### src/rtl/irq_pending_ctrl_pkg.sv
// irq_pending_ctrl_pkg: register map, defaults and address-decode helper for the interrupt front-end
package irq_pending_ctrl_pkg;
   localparam int IRQ_NIRQ = 8;
   localparam logic [31:0] IRQ_BASE_ADDR = 32'hFFFF_FF00;
   localparam logic [31:0] IRQ_MASK_OFF = 32'd0;
   localparam logic [31:0] IRQ_MODE_OFF = 32'd4;
   localparam logic [31:0] IRQ_CLR_OFF = 32'd8;
   function automatic logic reg_hit(input logic we, input logic [31:0] adr, input logic [31:0] base, input logic [31:0] off);
      return we && adr == base + off;
   endfunction
endpackage

### src/rtl/irq_pending_ctrl_sync.sv
// irq_pending_ctrl_sync: multi-stage single-bit synchroniser with async active-low reset
module irq_pending_ctrl_sync #(
   parameter int STAGES = 2
) (
   input  logic ph1,
   input  logic reset,
   input  logic d,
   output logic q
);
   logic [STAGES-1:0] chain;
   always_ff @(posedge ph1 or negedge reset)
      if (!reset) chain <= '0;
      else chain <= {chain[STAGES-2:0], d};
   assign q = chain[STAGES-1];
endmodule

### src/rtl/irq_pending_ctrl.sv
// irq_pending_ctrl: synchronised, maskable edge/level interrupt front-end with memory-mapped control
module irq_pending_ctrl
   import irq_pending_ctrl_pkg::*;
#(
   parameter int NIRQ = IRQ_NIRQ,
   parameter int SYNC_STAGES = 2,
   parameter logic [31:0] BASE_ADDR = IRQ_BASE_ADDR
) (
   input  logic            ph1,
   input  logic            reset,
   input  logic [NIRQ-1:0] irq_raw,
   input  logic            memwrite,
   input  logic [31:0]     dataadr,
   input  logic [31:0]     writedata,
   output logic [NIRQ-1:0] interrupts,
   output logic            irq_any,
   output logic [NIRQ-1:0] pending
);
   logic [NIRQ-1:0] s, prev, mask, mode, pend, clr, rise, wd;
   logic mask_we, mode_we, clr_we, unused_wd;
   for (genvar i = 0; i < NIRQ; i++) begin : g_sync
      irq_pending_ctrl_sync #(.STAGES(SYNC_STAGES)) u_sync (.ph1(ph1), .reset(reset), .d(irq_raw[i]), .q(s[i]));
   end
   assign wd = writedata[NIRQ-1:0];
   assign unused_wd = ^writedata;
   assign mask_we = reg_hit(memwrite, dataadr, BASE_ADDR, IRQ_MASK_OFF);
   assign mode_we = reg_hit(memwrite, dataadr, BASE_ADDR, IRQ_MODE_OFF);
   assign clr_we = reg_hit(memwrite, dataadr, BASE_ADDR, IRQ_CLR_OFF);
   assign clr = clr_we ? wd : '0;
   assign rise = s & ~prev;
   // Set is OR-ed after the clear so a same-cycle rise survives a CLR write
   always_ff @(posedge ph1 or negedge reset)
      if (!reset) begin
         mask <= '0;
         mode <= '1;
         prev <= '0;
         pend <= '0;
      end else begin
         if (mask_we) mask <= wd;
         if (mode_we) mode <= wd;
         prev <= s;
         pend <= (mode & ((pend & ~clr) | rise)) | (~mode & s);
      end
   assign pending = pend;
   assign interrupts = pend & mask;
   assign irq_any = |interrupts;
endmodule
### config.mk
export PLATFORM = sky130hd
export DESIGN_NAME = irq_pending_ctrl
export DESIGN_NICKNAME = d
export VERILOG_FILES = /design/src/rtl/irq_pending_ctrl_pkg.sv /design/src/rtl/irq_pending_ctrl_sync.sv /design/src/rtl/irq_pending_ctrl.sv
export SDC_FILE = /design/constraint.sdc
export NUM_CORES = 1
export LEC_CHECK = 0
export BUFFER_PORTS_ARGS = -buffer_cell sky130_fd_sc_hd__buf_2
export CAP_MARGIN = 10
export CORE_ASPECT_RATIO = 1.5
export CORE_UTILIZATION = 45
export CTS_CLUSTER_DIAMETER = 40
export DETAILED_ROUTE_END_ITERATION = 10
export HOLD_SLACK_MARGIN = 0.05
export PLACE_DENSITY = 0.87
export SLEW_MARGIN = 20
export SYNTH_ARGS = -nofsm -noshare
export SYNTH_HDL_FRONTEND = slang
export SYNTH_SLANG_ARGS = --single-unit
export TNS_END_PERCENT = 20
### constraint.sdc
create_clock -name ph1 -period 2.06 [get_ports ph1]
set_clock_uncertainty 0.2 [all_clocks]
set_input_delay 0.309 -clock ph1 [delete_from_list [all_inputs] [get_ports ph1]]
set_output_delay 0.309 -clock ph1 [all_outputs]
set_load 0.005 [all_outputs]
# Word level (Yosys, flattened, before mapping)
# Index checks and enable logic that the tools add are counted.
[word_totals]
elab_cells = 30
register_bits = 48
[classes]
reduce_logical = 4
n_eq_ne = 3
n_mux = 1
n_bitwise = 10
[op_table]
columns = ["op", "count"]
rows = [
  ["32-bit == test (second input constant)", 3],
  ["8-bit AND", 5],
  ["8-bit NOT", 3],
  ["8-bit OR", 2],
  ["8-bit two-way mux", 1],
  ["8-bit OR reduction", 1],
  ["1-bit logical AND", 3],
]

# Logic depth before layout (Yosys ltp)
# Gate-level depths: netlist of the first run.
[depth]
word_depth = 8
ltp_mapped = 5
depth_no_buf = 4

# Hierarchy
# A second synthesis of the first run with hierarchy kept.
[unflattened]
hier_cells = 114
area_unflattened_um2 = 1816.7
[by_module_without_submodules]
columns = ["module", "cells_each", "instances", "area_per_inst_um2"]
rows = [
  ["irq_pending_ctrl", 98, 1, 1416.4],
  ["irq_pending_ctrl_sync", 2, 8, 50.0],
]

# Least setup slack after synthesis of the first run
# No wires, ideal clock.
[synth_path]
path_kind = "in2reg"
startpoint = "input dataadr[5]"
endpoint = "register mask[0]"
path_buffers = 1
setup_slack_ns = -0.195
stages = 5
arrival_ns = 1.930
required_ns = 1.735
cell_sequence = "or4b_4 nor4_4 nand4bb_2 buf_6 mux2_4"
[synth_via]
elab_chain_cells = 2
[synth_rtl]
columns = ["item", "line_no", "source"]
rows = [
  ["start, declared", "irq_pending_ctrl.sv:13", "input logic [31:0] dataadr,"],
  ["32-bit == test", "irq_pending_ctrl_pkg.sv:9", "return we && adr == base + off;"],
  ["1-bit logical AND", "irq_pending_ctrl_pkg.sv:9", ""],
  ["end signal, assigned", "irq_pending_ctrl.sv:39", "if (mask_we) mask <= wd;"],
  ["end, declared", "irq_pending_ctrl.sv:19", "logic [NIRQ-1:0] s, prev, mask, mode, pend, clr, rise, wd;"],
]
# Every way passes these cells.
# A chain may end at the register's enable or synchronous reset.

# Final worst setup path of the first run
[layout_path]
startpoint = "register pend[6], in the netlist pending[6]"
endpoint = "output irq_any"
[layout_via]
elab_chain_cells = 2
[layout_rtl]
columns = ["item", "line_no", "source"]
rows = [
  ["start, declared", "irq_pending_ctrl.sv:19", ""],
  ["start signal, assigned", "irq_pending_ctrl.sv:42", "pend <= (mode & ((pend & ~clr) | rise)) | (~mode & s);"],
  ["8-bit AND", "irq_pending_ctrl.sv:45", "assign interrupts = pend & mask;"],
  ["8-bit OR reduction", "irq_pending_ctrl.sv:46", "assign irq_any = |interrupts;"],
  ["end, declared", "irq_pending_ctrl.sv:16", "output logic irq_any,"],
]
# Every way passes these cells.

==> impl_metrics.tcl, run 1 <==
set metrics [dict create \
    max_stage_delay_ps 530 \
    crit_path_frequent_cell "or4_4" \
    grt_pass1_wl_um 5823 \
    final_cells 260 \
    cts_buffers 5 \
    worst_pin_slew_ps 582.1 \
    cts_tree "built" \
    start_util 0.4640 \
    path_clk_slew_ps 90 \
    clockBufferDepth 2 \
    area_delta_synth_final_pct 40.62 \
    drv_slew 0 \
    drt-initial-drc-count 22 \
    drtPass1Iterations 4 \
    n_antenna_cell 0 \
    ios 92 \
    portBuffers 67 \
    drc 0 \
    setup_viol 1 \
    crit_chain "and2_4 -> or4_4 -> or4_4 -> buf_6" \
    grt_pass1_vias 1295 \
    endpoint_kind "output port" \
    place_area_um2 2337 \
    cts.sinks 48 \
    p_per_area_nw_per_um2 660.3 \
    grt_use_total 0.1959 \
    placed_cells 241 \
    wl_per_cell_um 14.02 \
    p_total_w 0.001690 \
    final_nets 289 \
    dpl_worst_slack_ps -183.3 \
    design.core.area_um2 3924 \
    crit_type "register to output port" \
    crit_path_top_delay_cell "or4_4" \
    syn-num-nets 189 \
    wirelength_um 3645 \
    die_w_um 53.93 \
    worstPathRequired_ps 1550 \
    timing.rr.end "mask[6]" \
    place_congestion 0.7949 \
    layout_min_cycle_time_ps 2434 \
    num_vias 1344 \
    start_kind "register" \
    run_status "complete, but fails checks" \
    crit_path_end "irq_any" \
    rrSetupSlack_ps 860 \
    ir_worst_vdd_mv 0.6468 \
    ys_ff_latch 48 \
    drive_above_1_share 0.5628 \
    rr_startpoint "mask[6]" \
    ant_nets 0 \
    clockRootBuffer "clkbuf_8" \
    num_rows 28 \
    final.setup.worst_slack_ps -374.3 \
    power.leakage_nw 1.326 \
    layout_commonest_cell "buf_2" \
    max_freq_mhz 410.8 \
    grt_setup_unrepaired "true" \
    synthCells 114 \
    worstHoldPathType "primary input to register" \
    finalHoldViolCount 0 \
    clk_latency_ps 300 \
    cp_top_family "simple AND/OR/NAND/NOR gates" \
    worst-path-max-fanout 2 \
    die_y_um 79.90 \
    syn_area_um2 1820 \
    layout_common_cells "buf_2 (66), dfrtp_1 (40), buf_4 (18), nand4_1 (11), dlygate4sd3_1 (9)" \
    cts_max_level 2 \
    violations "setup timing" \
    synth.avg_cell_area_um2 15.97 \
    post-route-period-util 1.182 \
    dp_hpwl_um 2640 \
    antenna_found_initial 0 \
    design_area_um2 2560 \
    ff2ff_path_depth 3 \
    maxCapViolations 0 \
    grt_overflow_total 0 \
    cp.arrival_ps 1930 \
    max_slew_margin 0.6119 \
    dieArea_um2 4309 \
    cp-startpoint "pending[6]" \
    yosysUniqueCellTypes 19 \
    critPathBufInv 1 \
    ys_seq_area_frac 0.6653 \
    viasPerCell 5.169 \
    cp_num_cells 4 \
    grt_max_degree 49 \
    yosysWarnings 0 \
]
cells in the mapped netlist:
| cell | instances | share of area |
|---|---|---|
| mux2_4 | 8 | 0.066 |
| nand4b_1 | 3 | 0.014 |
| nand4bb_2 | 1 | 0.0089 |
| nand4_1 | 11 | 0.038 |
| dfrtp_1 | 40 | 0.55 |
| a32o_1 | 8 | 0.044 |
| nand2_1 | 8 | 0.016 |
| nor4_4 | 2 | 0.023 |
| mux2_1 | 8 | 0.049 |
| or2_2 | 1 | 0.0034 |
| and2_1 | 8 | 0.027 |
| nand4b_4 | 1 | 0.013 |
| or4b_4 | 1 | 0.0076 |
| or4_1 | 2 | 0.0082 |
| nor2b_1 | 1 | 0.0034 |
| clkbuf_1 | 1 | 0.0021 |
| buf_6 | 1 | 0.0062 |
| dfstp_2 | 8 | 0.12 |
| nand3_1 | 1 | 0.0027 |
registers in the layout, indices dropped and copies added (netlist names):
register             count
prev                     8
mode                     8
g_sync.u_sync.chain     16
mask                     8
pending                  8
logic make-up after synthesis:
kind of cell           Yosys count  synth area share
AO/OA/AOI/OAI                    8           0.04399
flip-flops                      48            0.6653
multiplexers                    16            0.1155
AND/OR/NAND/NOR                 40            0.1670
buffers and inverters            2          0.008245
report_power, final:
| part | switching (W) | internal (W) | leakage [nW] |
|---|---|---|---|
| logic | 0.0000519 | 0.0000689 | 0.707 |
| clock network | 0.000308 | 0.000274 | 0.0516 |
| registers | 0.0000134 | 0.000974 | 0.567 |
per-layer routing:
layer | track usage | wire length, um | vias up
met3 | 0.05524 | 211 | 6
met5 | 0 | 0 | -
met2 | 0.3074 | 1935 | 56
li1 | - | - | 630
met4 | 0.07895 | 68 | 0
met1 | 0.2481 | 1429 | 652
layout make-up:
type / count / area [um2]
Fill cell: 282 / 1364
Timing Repair Buffer: 95 / 586.8
Tap cell: 45 / 56.30
Clock buffer: 6 / 82.58
Multi-Input combinational cell: 64 / 609.3
Clock inverter: 2 / 13.76
Sequential cell: 48 / 1211
worst min-delay path by stage:
| stage | to | startpoint | cells past startpoint |
|---|---|---|---|
| floorplan | g_sync[0].u_sync.chain[0] | reset | 0 |
| global placement | g_sync[4].u_sync.chain[1] | g_sync[4].u_sync.chain[0] | 0 |
| detailed placement | g_sync[3].u_sync.chain[1] | g_sync[3].u_sync.chain[0] | 0 |
| CTS | mode[5] | writedata[5] | 2 |
| global route | mode[6] | writedata[6] | 2 |
| finish | mode[2] | writedata[2] | 2 |
metrics by stage:
stage,utilization,hold slack [ps],setup TNS [ps]
detailed placement,0.5957,134.7,-2642
CTS,0.6473,50.99,-363.3
global route,0.6524,56.89,-426.8
global placement,0.5957,132.1,-2085
floorplan,-,-186.6,-1289
finish,0.6524,57.77,-374.3
repair_timing:
| action | in CTS | in global routing |
|---|---|---|
| endpoints found under the hold margin | 48 | 0 |
| hold buffers | 9 | 0 |
| gates cloned | 0 | 0 |
| setup buffers | 1 | 1 |
| resized for setup | 3 | 3 |
| setup endpoints to repair | 1 | 1 |
| pin swaps | 2 | 1 |
Note: power is estimated with default switching activity, not from simulation.
==> run 2: changes to the inputs <==
--- a/config.mk
+++ b/config.mk
@@ -9,6 +9,7 @@
 export CAP_MARGIN = 10
 export CORE_ASPECT_RATIO = 1.5
 export CORE_UTILIZATION = 45
+export CTS_BUF_LIST = sky130_fd_sc_hd__clkbuf_4
 export CTS_CLUSTER_DIAMETER = 40
 export DETAILED_ROUTE_END_ITERATION = 10
 export HOLD_SLACK_MARGIN = 0.05
==> impl_metrics.tcl, run 2 (synthesized netlist as in run 1, its figures left out) <==
set metrics [dict create \
    run_status "complete, but fails checks" \
    num-fill-cells 284 \
    power.leakage_nw 1.341 \
    clockBufferDepth 2 \
    layout_min_cycle_time_ps 2526 \
    violations "setup timing" \
    worstPathRequired_ps 1550 \
    cp.arrival_ps 2020 \
    regArea_um2 1211 \
    max_freq_mhz 395.8 \
    start_kind "register" \
    clk_latency_ps 360 \
    ant_nets 0 \
    worst_pin_slew_ps 580.3 \
    start_util 0.4640 \
    num_vias 1352 \
    die_w_um 53.93 \
    dp_hpwl_um 2640 \
    viasPerCell 5.045 \
    wl_per_cell_um 14.32 \
    placed_cells 241 \
    layout_commonest_cell "buf_2" \
    endpoint_kind "output port" \
    final_cells 268 \
    grt_setup_unrepaired "true" \
    dieArea_um2 4309 \
    clockRootBuffer "clkbuf_4" \
    cts.sinks 48 \
    holdWs_ps 159.7 \
    design.core.area_um2 3924 \
    area_delta_synth_final_pct 42.75 \
    n_antenna_cell 0 \
    grt_pass1_wl_um 6106 \
    worst-path-max-fanout 2 \
    ios 92 \
    drc 0 \
    max_slew_margin 0.6132 \
    grt_max_degree 49 \
    crit_type "register to output port" \
    portBuffers 67 \
    num_rows 28 \
    cts_buffers 5 \
    multi_input_area_um2 609.3 \
    cts_max_level 2 \
    dpl_worst_slack_ps -183.3 \
    drt-initial-drc-count 19 \
    layout_common_cells "buf_2 (66), dfrtp_1 (40), buf_4 (18), dlygate4sd3_1 (17), nand4_1 (11)" \
    place_congestion 0.7949 \
    drive_above_1_share 0.5381 \
    p_per_area_nw_per_um2 597.6 \
    die_y_um 79.90 \
    grt_pass1_vias 1327 \
    final_nets 297 \
    wirelength_um 3839 \
    post-route-period-util 1.226 \
    antenna_found_initial 0 \
    worstHoldPathType "register to register" \
    finalHoldViolCount 0 \
    grt_overflow_total 0 \
    largest_register_ffs 16 \
    final.setup.worst_slack_ps -466.3 \
    maxCapViolations 0 \
    drtPass1Iterations 4 \
    design_area_um2 2599 \
    top_register "g_sync.u_sync.chain" \
    place_area_um2 2337 \
    grt_use_total 0.2083 \
    drv_slew 0 \
    ir_worst_vdd_mv 0.4828 \
    cts_tree "built" \
    path_clk_slew_ps 140 \
    setup_viol 1 \
]
run 2: cell types whose count changed in the layout (fill, tap and decap cells not counted), sizes merged:
cell	before	now
dlygate4sd3	9	17
clkinv	1	2
clkbuf	6	5
run 2: per-stage QoR:
stage / TNS (ps) / utilization / power, W
after floorplan: -1289 / - / 0.001023
after global routing: -530.8 / 0.6623 / 0.001618
final: -466.3 / 0.6623 / 0.001553
after detailed placement: -2642 / 0.5957 / 0.001115
after global placement: -2085 / 0.5957 / 0.001109
after CTS: -457.1 / 0.6572 / 0.001568
run 2: repair_timing:
action                                 4_1_cts  5_1_grt
hold buffers                                17        0
endpoints found under the hold margin       64        0
setup buffers                                1        1
resized for setup                            3        3
setup endpoints to repair                    1        1
pin swaps                                    2        0
run 2: final timing paths:
path                                        endpoint  cells past startpoint                 startpoint  slack (ps)
max                                          irq_any                      4                    mask[6]        -470
min                        g_sync[2].u_sync.chain[1]                      0  g_sync[2].u_sync.chain[0]         160
max reg2reg                                  mask[6]                      3                    mask[6]         840
min reg2reg                g_sync[2].u_sync.chain[1]                      0  g_sync[2].u_sync.chain[0]         160
max in group asynchronous                    mode[1]                      3                      reset         900
min in group asynchronous                    prev[6]                      3                      reset         360
run 2: per-layer routing:
layer  share of wire  track usage  vias to the layer above
li1                -            -                      645
met1            0.40       0.2580                      643
met2            0.52       0.3235                       58
met3           0.055      0.05333                        6
met4           0.023       0.1105                        0
met5               0            0                        -
run 2: worst max-delay path, cell delays in order, from the launching register on:
cell	delay (ps)
dfrtp_1	410
and2_4	160
or4_4	530
or4_4	420
buf_6	130
run 2: final cells by class:
cell class | count | share of cell area
flip-flops and latches | 48 | 0.4661
well taps | 45 | 0.02167
multi-input cells | 64 | 0.2345
clock inverters | 3 | 0.006740
clock buffers | 5 | 0.01444
repair buffers | 103 | 0.2566
run 2: power by group:
| group | switching, W | internal (W) | leakage, nW | total, W |
|---|---|---|---|---|
| registers | 0.0000133 | 0.000975 | 0.567 | 0.000988 |
| clock network | 0.000300 | 0.000132 | 0.0330 | 0.000432 |
| logic | 0.0000546 | 0.0000788 | 0.740 | 0.000133 |
